### src/rtl/fifo_rd_stream_pkg.sv
// fifo_rd_stream_pkg: shared depth constant and pointer wrap helper for the read drain
package fifo_rd_stream_pkg;
  localparam int DEPTH = 3;
  function automatic logic [1:0] ptr_inc(input logic [1:0] p);
    return (p == 2'(DEPTH - 1)) ? 2'd0 : p + 2'd1;
  endfunction
endpackage

### src/rtl/fifo_rd_skid.sv
// fifo_rd_skid: 3-entry circular register buffer that absorbs RAM read latency
module fifo_rd_skid
  import fifo_rd_stream_pkg::*;
#(
  parameter int DATA_WIDTH = 32
) (
  input  logic                  clk,
  input  logic                  rst_n,
  input  logic                  wr,
  input  logic [DATA_WIDTH-1:0] wdata,
  input  logic                  rd,
  input  logic                  flush,
  output logic [1:0]            cnt,
  output logic                  valid,
  output logic [DATA_WIDTH-1:0] rdata
);
  logic [DATA_WIDTH-1:0] mem [DEPTH];
  logic [DATA_WIDTH-1:0] last;
  logic [1:0]            head, tail;
  // head entry is shown while occupied; otherwise the last shown word is held
  always_comb begin
    valid = cnt != 2'd0;
    rdata = valid ? mem[head] : last;
  end
  // storage needs no reset: it is only visible through cnt-qualified reads
  always_ff @(posedge clk) begin
    if (wr) mem[tail] <= wdata;
  end
  // occupancy and pointers; flush empties the buffer in one edge
  always_ff @(posedge clk or negedge rst_n) begin
    if (!rst_n) begin
      cnt  <= '0;
      head <= '0;
      tail <= '0;
      last <= '0;
    end else begin
      last <= rdata;
      if (flush) begin
        cnt  <= '0;
        head <= '0;
        tail <= '0;
      end else begin
        if (wr) tail <= ptr_inc(tail);
        if (rd) head <= ptr_inc(head);
        cnt <= cnt + {1'b0, wr} - {1'b0, rd};
      end
    end
  end
endmodule

### src/rtl/fifo_rd_stream.sv
// fifo_rd_stream: pops the dual-clock FIFO and presents its words as a valid/ready stream
module fifo_rd_stream
  import fifo_rd_stream_pkg::*;
#(
  parameter int DATA_WIDTH = 32,
  parameter int CNT_WIDTH  = 32
) (
  input  logic                  r_clk,
  input  logic                  rst_n,
  input  logic                  r_empty,
  output logic                  r_pop,
  input  logic [DATA_WIDTH-1:0] r_data,
  input  logic                  flush,
  output logic                  m_valid,
  output logic [DATA_WIDTH-1:0] m_data,
  input  logic                  m_ready,
  output logic [CNT_WIDTH-1:0]  beat_cnt
);
  logic [1:0] cnt;
  logic       inflight, acc;
  fifo_rd_skid #(.DATA_WIDTH(DATA_WIDTH)) u_skid (
    .clk   (r_clk),
    .rst_n (rst_n),
    .wr    (inflight && !flush),
    .wdata (r_data),
    .rd    (acc),
    .flush (flush),
    .cnt   (cnt),
    .valid (m_valid),
    .rdata (m_data)
  );
  // pop only when a slot is guaranteed for the returning word; m_ready is deliberately excluded
  always_comb begin
    acc   = m_valid && m_ready;
    r_pop = rst_n && !r_empty && !flush && (({1'b0, cnt} + {2'b0, inflight}) < 3'(DEPTH));
  end
  // track the word in flight from the registered RAM read and count accepted beats
  always_ff @(posedge r_clk or negedge rst_n) begin
    if (!rst_n) begin
      inflight <= 1'b0;
      beat_cnt <= '0;
    end else begin
      inflight <= r_pop;
      beat_cnt <= beat_cnt + CNT_WIDTH'(acc);
    end
  end
endmodule
### config.mk
export PLATFORM = sky130hd
export DESIGN_NAME = fifo_rd_stream
export DESIGN_NICKNAME = d
export VERILOG_FILES = /design/src/rtl/fifo_rd_stream_pkg.sv /design/src/rtl/fifo_rd_skid.sv /design/src/rtl/fifo_rd_stream.sv
export SDC_FILE = /design/constraint.sdc
export NUM_CORES = 1
export LEC_CHECK = 0
export CAP_MARGIN = 20
export CORE_MARGIN = 8
export CORE_UTILIZATION = 29
export CTS_CLUSTER_DIAMETER = 80
export DETAILED_ROUTE_END_ITERATION = 10
export PLACE_DENSITY = 0.6
export SLEW_MARGIN = 5
export SYNTH_ARGS = -nofsm -noshare
export SYNTH_HDL_FRONTEND = slang
export SYNTH_SLANG_ARGS = --single-unit
### constraint.sdc
create_clock -name r_clk -period 3.4 [get_ports r_clk]
set_clock_uncertainty 0.05 [all_clocks]
set_input_delay 0.51 -clock r_clk [delete_from_list [all_inputs] [get_ports r_clk]]
set_output_delay 0.51 -clock r_clk [all_outputs]
set_load 0.02 [all_outputs]
-- After elaboration in Yosys (flattened, before gate mapping)
Memory sizes are Yosys's and may differ from the RTL's.
Index checks and enable logic that the tools add are counted.
Widths: inputs -> output; s select.
- div/mod/pow operators: 0
- $lt $le $gt $ge: 1
- add/subtract/negate cells: 6
- muxes and demuxes: 10
- shift operators: 0
- multipliers: 0
- reductions and logical operators: 10
- bitwise operators: 0
- equal/unequal tests: 2
- operators by type and width (cell ; count):
    $add 32x1->32 ; 1
    $mux 32 ; 1
    $mux 2 ; 7
    $reduce_bool 2->1 ; 3
    $logic_and 1x1->1 ; 5
    $add 2x1->2 const B ; 2
    $eq 2x2->1 const B ; 2
    $add 2x1->3 ; 1
    $lt 3x2->1 const B ; 1
    $add 2x1->2 ; 1
    $logic_not 1->1 ; 2
    $mux 1 ; 2
    $sub 2x1->2 ; 1
- memories: 1
- bits in writable memories: 96
- output and inout bits: 66
- ROM bits: 0
- bits in latches: 0
- flip-flop bits (word level): 71
- memories (name ; depth ; bits a word ; read ports ; clocked after memory_dff ; write ports ; RTL line ; RTL):
    u_skid.mem ; 3 ; 32 ; 1 ; 0 ; 1 ; fifo_rd_skid.sv:17 ; logic [DATA_WIDTH-1:0] mem [DEPTH];

-- Logic depth before layout (Yosys ltp)
Gate-level depths: netlist of run 1.
- word-level depth: 5
- mapped depth: 9
- depth with buffers taken out: 8

-- Modules after synthesis
From an unflattened synthesis of run 1, not the netlist that was laid out.
- cells, all modules: 429
- area, all modules: 6675.2 um^2
- by module, submodules not included (module ; seq. area each (um^2) ; area an instance (um^2) ; instances ; cells an instance):
    fifo_rd_skid ; 3833.7 ; 5173.7 ; 1 ; 303
    fifo_rd_stream ; 825.8 ; 1501.4 ; 1 ; 126

-- Worst setup path after synthesis of run 1
OpenSTA, ideal clock, no wires.
- kind: input to register
- start: in flush
- end: mem u_skid.mem[1][0], enable pin
- setup slack: -0.240 ns
- setup time: 0.468 ns
- path buffers: 0
- cell stages on the path: 2
- arrival: 3.122 ns
- path through: nand2b_1 nor3b_1
- cells in the longest elaborated chain, start to end: 4
- ends and longest elaborated chain (what ; RTL line ; RTL):
    start: declaration ; fifo_rd_stream.sv:13 ; input logic flush,
    $logic_not 1->1 ; fifo_rd_stream.sv:24 ; .wr (inflight && !flush),
    $logic_and 1x1->1 ; fifo_rd_stream.sv:24 ;
    $mux 1 ; fifo_rd_skid.sv:27 ; if (wr) mem[tail] <= wdata;
    $mux 1 (implied by the code) ; fifo_rd_skid.sv:27 ;
    end: declaration ; fifo_rd_skid.sv:17 ;
Every way passes these cells.

-- Final worst setup path of run 1
- start: reg u_skid.head[0]
- end: out m_data[15]
- cells in the longest elaborated chain, start to end: 2
- ends and longest elaborated chain (what ; RTL line ; RTL):
    start: declaration ; fifo_rd_skid.sv:19 ; logic [1:0] head, tail;
    start signal: assignment ; fifo_rd_skid.sv:44 ; if (rd) head <= ptr_inc(head);
    $mem_v2 3x32 ; n/a ;
    $mux 32 ; fifo_rd_skid.sv:23 ; rdata = valid ? mem[head] : last;
    end: declaration ; fifo_rd_stream.sv:15 ; output logic [DATA_WIDTH-1:0] m_data,
Every way passes these cells.

==> results of run 1 <==
## Yosys cell counts, types with 2 or more instances
library cell	number
nand4_2	2
o21ai_0	33
or3_1	2
nand4_1	9
dfrtp_1	71
nor2_1	40
ha_1	5
xor2_1	13
xnor2_1	19
mux2i_1	32
nor4_2	2
clkbuf_1	10
edfxtp_1	96
buf_1	4
and4_1	4
nor3_1	7
a21oi_1	38
nand3b_1	2
buf_2	5
and3_1	5
nand3_1	9
nand2_1	47
and2_1	3
inv_1	4
nor3b_1	2
## critical path, delay by kind of cell (launching register included)
kind | cells | cell delay [ps]
simple gates | 1 | 90
mux | 1 | 90
flops | 1 | 750
buf+inv | 2 | 930
compound gates | 2 | 330
## worst paths after layout
check	start	endpoint
hold / removal	rst_n	beat_cnt[22]$_DFF_PN0_
setup / recovery	u_skid.head[0]$_DFFE_PN0P_	m_data[15]
hold reg to reg	beat_cnt[31]$_DFF_PN0_	beat_cnt[31]$_DFF_PN0_
setup reg to reg	u_skid.cnt[0]$_DFF_PN0_	beat_cnt[18]$_DFF_PN0_
max in group asynchronous	rst_n	u_skid.head[1]$_DFFE_PN0P_
min in group r_clk	beat_cnt[31]$_DFF_PN0_	beat_cnt[31]$_DFF_PN0_
## cells by family after synthesis
group                    Yosys count
AO/OA/AOI/OAI                     72
multiplexers                      32
buffers and inverters             24
XOR/XNOR                          32
flip-flops                       167
AND/OR/NAND/NOR                  140
adder cells (fa/ha/maj)            5
## registers in the layout (all words and copies together) (netlist names)
signal and count:
u_skid.last 32, inflight 1, beat_cnt 32, u_skid.cnt 2, u_skid.head 2, u_skid.tail 2
u_skid.mem 96
## through the flow
| stage | std cells | cell area, um2 | power, mW | worst slack [ps] | hold WS [ps] |
|---|---|---|---|---|---|
| floorplan | 472 | 6480 | 3.60 | -240 | 164 |
| global placement | 846 | 7910 | 4.46 | 344 | 409 |
| detailed placement | 846 | 7910 | 4.50 | 314 | 406 |
| CTS | 878 | 8510 | 6.42 | 51.5 | 345 |
| global route | 878 | 8510 | 6.69 | 24.8 | 401 |
| finish | 878 | 8510 | 6.31 | 231 | 329 |
## final cells by class
type	count	area (um2)
Fill cell	2083	13400
Clock buffer	27	568
Multi-Input combinational cell	281	1750
Inverter	4	15.0
Sequential cell	167	4660
Tap cell	280	350
Timing Repair Buffer	114	1140
Clock inverter	5	30.0
## routing by layer
layer / up-vias / routed length [um] / GRT usage
met1: 1933 / 6460 / 0.133
met2: 102 / 6660 / 0.175
met4: 0 / 129 / 0.0304
li1: 1919 / - / -
met3: 10 / 808 / 0.0315
met5: - / 0 / 0
## power groups by stage
stage	registers [mW]	logic (mW)	clock network (mW)
CTS	2.53	1.94	1.94
global placement	2.56	1.91	0
floorplan	2.53	1.07	0
detailed placement	2.57	1.93	0
finish	2.53	1.89	1.89
global route	2.56	2.09	2.04
## cell usage in the layout (no fill, tap or decap), drive strengths merged
master and instances:
or4b 1, dfrtp 71, clkbuf 27, xnor2 19
nand3 9, nand3b 2, clkinvlp 2, dlymetal6s2s 1
and4bb 1, nand2b 1, edfxtp 96, nor2 40
clkdlybuf4s50 100, or3 2, and3 6, a21oi 38
clkinv 3, nor4 2, mux2i 32, buf 13
o21ai 34, ha 5, xor2 13, and4 4
nor3b 2, nor2b 1, nand2 47, nor3 7
nor4b 1, inv 4, and2 3, nand4 11
## timing repair
| action | CTS | global route |
|---|---|---|
| hold buffers | 0 | 0 |
| endpoints found under the hold margin | 0 | 0 |
| gates resized for setup | 0 | 1 |
| setup endpoints to repair | 0 | 1 |
==> flow_summary.yaml, run 1 <==
sta:
  finalSetupViolCount: 0
  drv_slew: 0
  rsz0062_at_grt: "false"
  finalHoldViolations: 0
  fin_crit_sh: 0.932
  tightest_slew_ps: 953
  post-route-min-period_ps: 3170
  slew_headroom: 0.359
  fmax_mhz: 316
  finalSetupTns_ps: 0
routing:
  totalWireLength_um: 14100
  vias_per_cell: 4.51
  wl_per_cell_um: 16.0
  drt-pass1-iter-count: 4
  drc: 0
  vias: 3964
  ant_nets: 0
  drt_iter0_markers: 208
worst_setup_path:
  critPathMaxStageDelay_ps: 750
  critical_path_required_ps: 2840
  cp-end-kind: "output pin"
  r2r_cells: 8
  crit_arrival_ps: 2610
  crit_path_cell_trace: "buf_12 > mux2i_1 > nor2_1 > a21oi_1 > o21ai_0 > clkdlybuf4s50_1"
  r2r_slack_ps: 1090
  path_class: "register to output pin"
  critPathLaunchType: "register"
  slowest_stage: "dfrtp_2"
  path_max_fanout: 18
floorplanning:
  start_util: 0.296
  io_pins: 103
  die_h_um: 166
  core-area_um2: 21900
  die_area_um2: 27400
  rows: 54
  die_w_um: 166
power:
  seqPwrFrac: 0.401
  p_comb_frac: 0.300
  pwr-share-clk: 0.299
  power.switching_mw: 1.95
  p_leak_nw: 3.25
  p_int_mw: 4.36
  power_density_nw_per_um2: 741
  swShare: 0.309
  ir_drop_mv: 0.364
synth:
  async_reset_ff_frac: 0.425
  ys_ff_latch: 167
  synth_area_leader_cell: "edfxtp_1"
  synthesis.nets: 514
  synth_compound_area_frac: 0.0561
  synthCells: 472
  seq_area_frac_synth: 0.719
  synth-simple-area-share: 0.108
  synth_xor_area_frac: 0.0432
  syn_area_um2: 6480
  synth_area_leaders: "edfxtp_1, dfrtp_1, mux2i_1"
  synth_top_family_by_area: "simple AND/OR/NAND/NOR gates"
  yosys_warnings: 0
  synth-edff-count: 96
  synthMuxAreaShare: 0.0494
  ys_types: 33
  synth.avg_cell_area_um2: 13.7
  synth_top_area_share: 0.445
  synthAdderAreaFrac: 0.00965
  synthFlopType: "edfxtp_1"
cts:
  cts_buffers: 17
  cts.sinks: 167
  clk_path_buf_depth: 2
  cts.htree.levels: 4
  clockRootBuffer: "clkbuf_16"
  clkLatencyLatePin_ps: 410
  clkTransAtPathRegs_ps: 60
  cts_setup_buffers: 0
  cts_tree: "done"
cells_and_area:
  utilization: 0.389
  area_growth_syn_to_layout_pct: 31.2
  nets: 627
  drive_above_1_share: 0.0920
  antenna_cells: 0
grt:
  gr-total-overflow: 0
  grt_pass1_wl_um: 22500
  grt_pass1_vias: 4238
  antenna_found_initial: 0
  grt_max_degree: 72
  grt_util_all_layers: 0.106
outcome:
  status: "finished, final reports clean"
placed_design:
  place_hpwl_um: 9540
  gp_congestion: 0.786
  portBuffers: 102
min_path:
  hold_class: "input pin to async pin"
flow_run:
  timing.max_cap.violations: 0
Power figures use the tool's default switching activity.
==> run 2, diff against run 1 <==
- CTS_CLUSTER_SIZE: default -> 28
==> results of run 2 <==
The final DEF is identical to that of run 1; final timing and power are the same.
==> run 3, diff against run 2 <==
- CORE_MARGIN: 8 -> 2
- GPL_ROUTABILITY_DRIVEN: default -> 0
==> flow_summary.yaml, run 3 (same netlist as run 1, synthesis figures left out) <==
worst_setup_path:
  r2r_end: "beat_cnt[16]$_DFF_PN0_"
  r2r_cells: 8
  path_class: "register to output pin"
  r2r-start: "u_skid.cnt[1]$_DFF_PN0_"
  crit_arrival_ps: 2570
  path_max_fanout: 13
  r2r_slack_ps: 1070
  critical_path_required_ps: 2840
  critPathLaunchType: "register"
  startpoint: "u_skid.head[0]$_DFFE_PN0P_"
  cp-endpoint: "m_data[16]"
  cp-end-kind: "output pin"
sta:
  drv_slew: 0
  finalSetupTns_ps: 0
  fmax_mhz: 320
  tightest_slew_ps: 996
  fin_crit_sh: 0.920
  rsz0062_at_grt: "false"
  finalSetupViolCount: 0
  hold_ws_ps: 120
  post-route-min-period_ps: 3130
  slew_headroom: 0.330
  finalHoldViolations: 0
power:
  pwr-share-clk: 0.305
  swShare: 0.314
  power_density_nw_per_um2: 752
  seqPwrFrac: 0.392
  p_int_mw: 4.39
  p_leak_nw: 3.25
  p_comb_frac: 0.303
  power.total_mw: 6.41
  power.switching_mw: 2.01
  ir_drop_mv: 0.352
grt:
  grt_util_all_layers: 0.120
  grt_pass1_vias: 4129
  gr-total-overflow: 0
  grt_max_degree: 38
  antenna_found_initial: 0
  met2_usage: 0.202
  top_usage_layer: "met2"
  gr-usage-met3: 0.0369
  grt_pass1_wl_um: 21900
  met1_usage: 0.147
cts:
  cts.sinks: 167
  cts_buffers: 17
  cts_tree: "done"
  clkLatencyLatePin_ps: 420
  clkTransAtPathRegs_ps: 60
  postCtsHoldBufs: 0
  clk_path_buf_depth: 2
  cts.htree.levels: 4
  clockRootBuffer: "clkbuf_16"
cells_and_area:
  antenna_cells: 0
  n_fill_cell: 2106
  regArea_um2: 4660
  nets: 628
  drive_above_1_share: 0.0968
  final_cell_area_um2: 8520
  largest_register_ff_count: 96
  final_cell_mix: "clkdlybuf4s50_1, edfxtp_1, dfrtp_1, nand2_1, nor2_1"
  top_regs: "u_skid.mem: 96 flops, beat_cnt: 32 flops, u_skid.last: 32 flops"
  regMostFlops: "u_skid.mem"
  area_growth_syn_to_layout_pct: 31.4
  multi_input_area_um2: 1750
  layout_commonest_cell: "clkdlybuf4s50_1"
routing:
  vias_per_cell: 4.54
  wl_per_cell_um: 15.5
  totalWireLength_um: 13700
  vias: 3988
  drt_iter0_markers: 174
  drc: 0
  drt-pass1-iter-count: 4
  ant_nets: 0
placed_design:
  place_hpwl_um: 8980
  portBuffers: 102
  placed_area_um2: 7920
floorplanning:
  die_w_um: 154
  io_pins: 103
  rows: 54
  start_util: 0.296
  die_h_um: 154
  die_area_um2: 23600
  core-area_um2: 21900
flow_run:
  timing.max_cap.violations: 0
outcome:
  status: "finished, final reports clean"
min_path:
  hold_class: "input pin to async pin"
-- run 3: changes by cell type in the layout (fill, tap and decap cells not counted) --
cell	previous run	this run
inv_6	0	3
clkinv_4	0	3
buf_4	11	12
bufinv_16	0	3
clkbuf_1	4	0
clkinv_2	3	1
clkinv_1	0	2
clkbuf_16	21	17
clkbuf_8	2	0
clkinvlp_4	2	3
-- run 3: through the flow --
step	utilization	instances	worst slack, ps
finish	0.389	879	272
floorplan	-	472	-240
detailed placement	0.362	847	332
CTS	0.389	879	59.7
global placement	0.362	847	363
global route	0.389	879	116
-- run 3: how the worst min path moves through the flow --
stage,start,end
2_1_floorplan,rst_n,beat_cnt[0]$_DFF_PN0_
3_3_place_gp,beat_cnt[31]$_DFF_PN0_,beat_cnt[31]$_DFF_PN0_
3_5_place_dp,beat_cnt[31]$_DFF_PN0_,beat_cnt[31]$_DFF_PN0_
4_1_cts,rst_n,beat_cnt[25]$_DFF_PN0_
5_1_grt,rst_n,beat_cnt[25]$_DFF_PN0_
6_report,rst_n,beat_cnt[26]$_DFF_PN0_
-- run 3: area by class of cell --
class | count | share of cell area
clock buffer | 17 | 0.0499
clock inverter | 15 | 0.0208
inverter | 4 | 0.00176
multi-input combinational | 281 | 0.205
sequential | 167 | 0.547
tap | 280 | 0.0411
timing repair buffer | 115 | 0.134
-- run 3: power groups by stage --
stage                     Clock [mW]  Combinational (mW)  Sequential, mW
after floorplan                    0                1.07            2.53
after global placement             0                1.94            2.54
after detailed placement           0                1.97            2.55
after CTS                       2.02                1.98            2.52
after global routing            2.09                2.11            2.54
final                           1.95                1.94            2.51
-- run 3: metal layers --
layer,share of wire,wire length [um]
met1,0.44,6030
met2,0.50,6780
met3,0.047,646
met4,0.015,207
met5,0,0
-- run 3: worst max-delay path: stages, from the launching register on --
cell and delay (ps):
dfrtp_2 600, buf_4 320, mux2i_1 110, nor2_1 90, a21oi_1 50, o21ai_0 290, clkdlybuf4s50_1 670
-- run 3: repair_timing --
item / CTS / global route
setup endpoints to repair: 0 / 1
hold endpoints to repair: 0 / 0
resized for setup: 0 / 1
setup buffers: 0 / 0
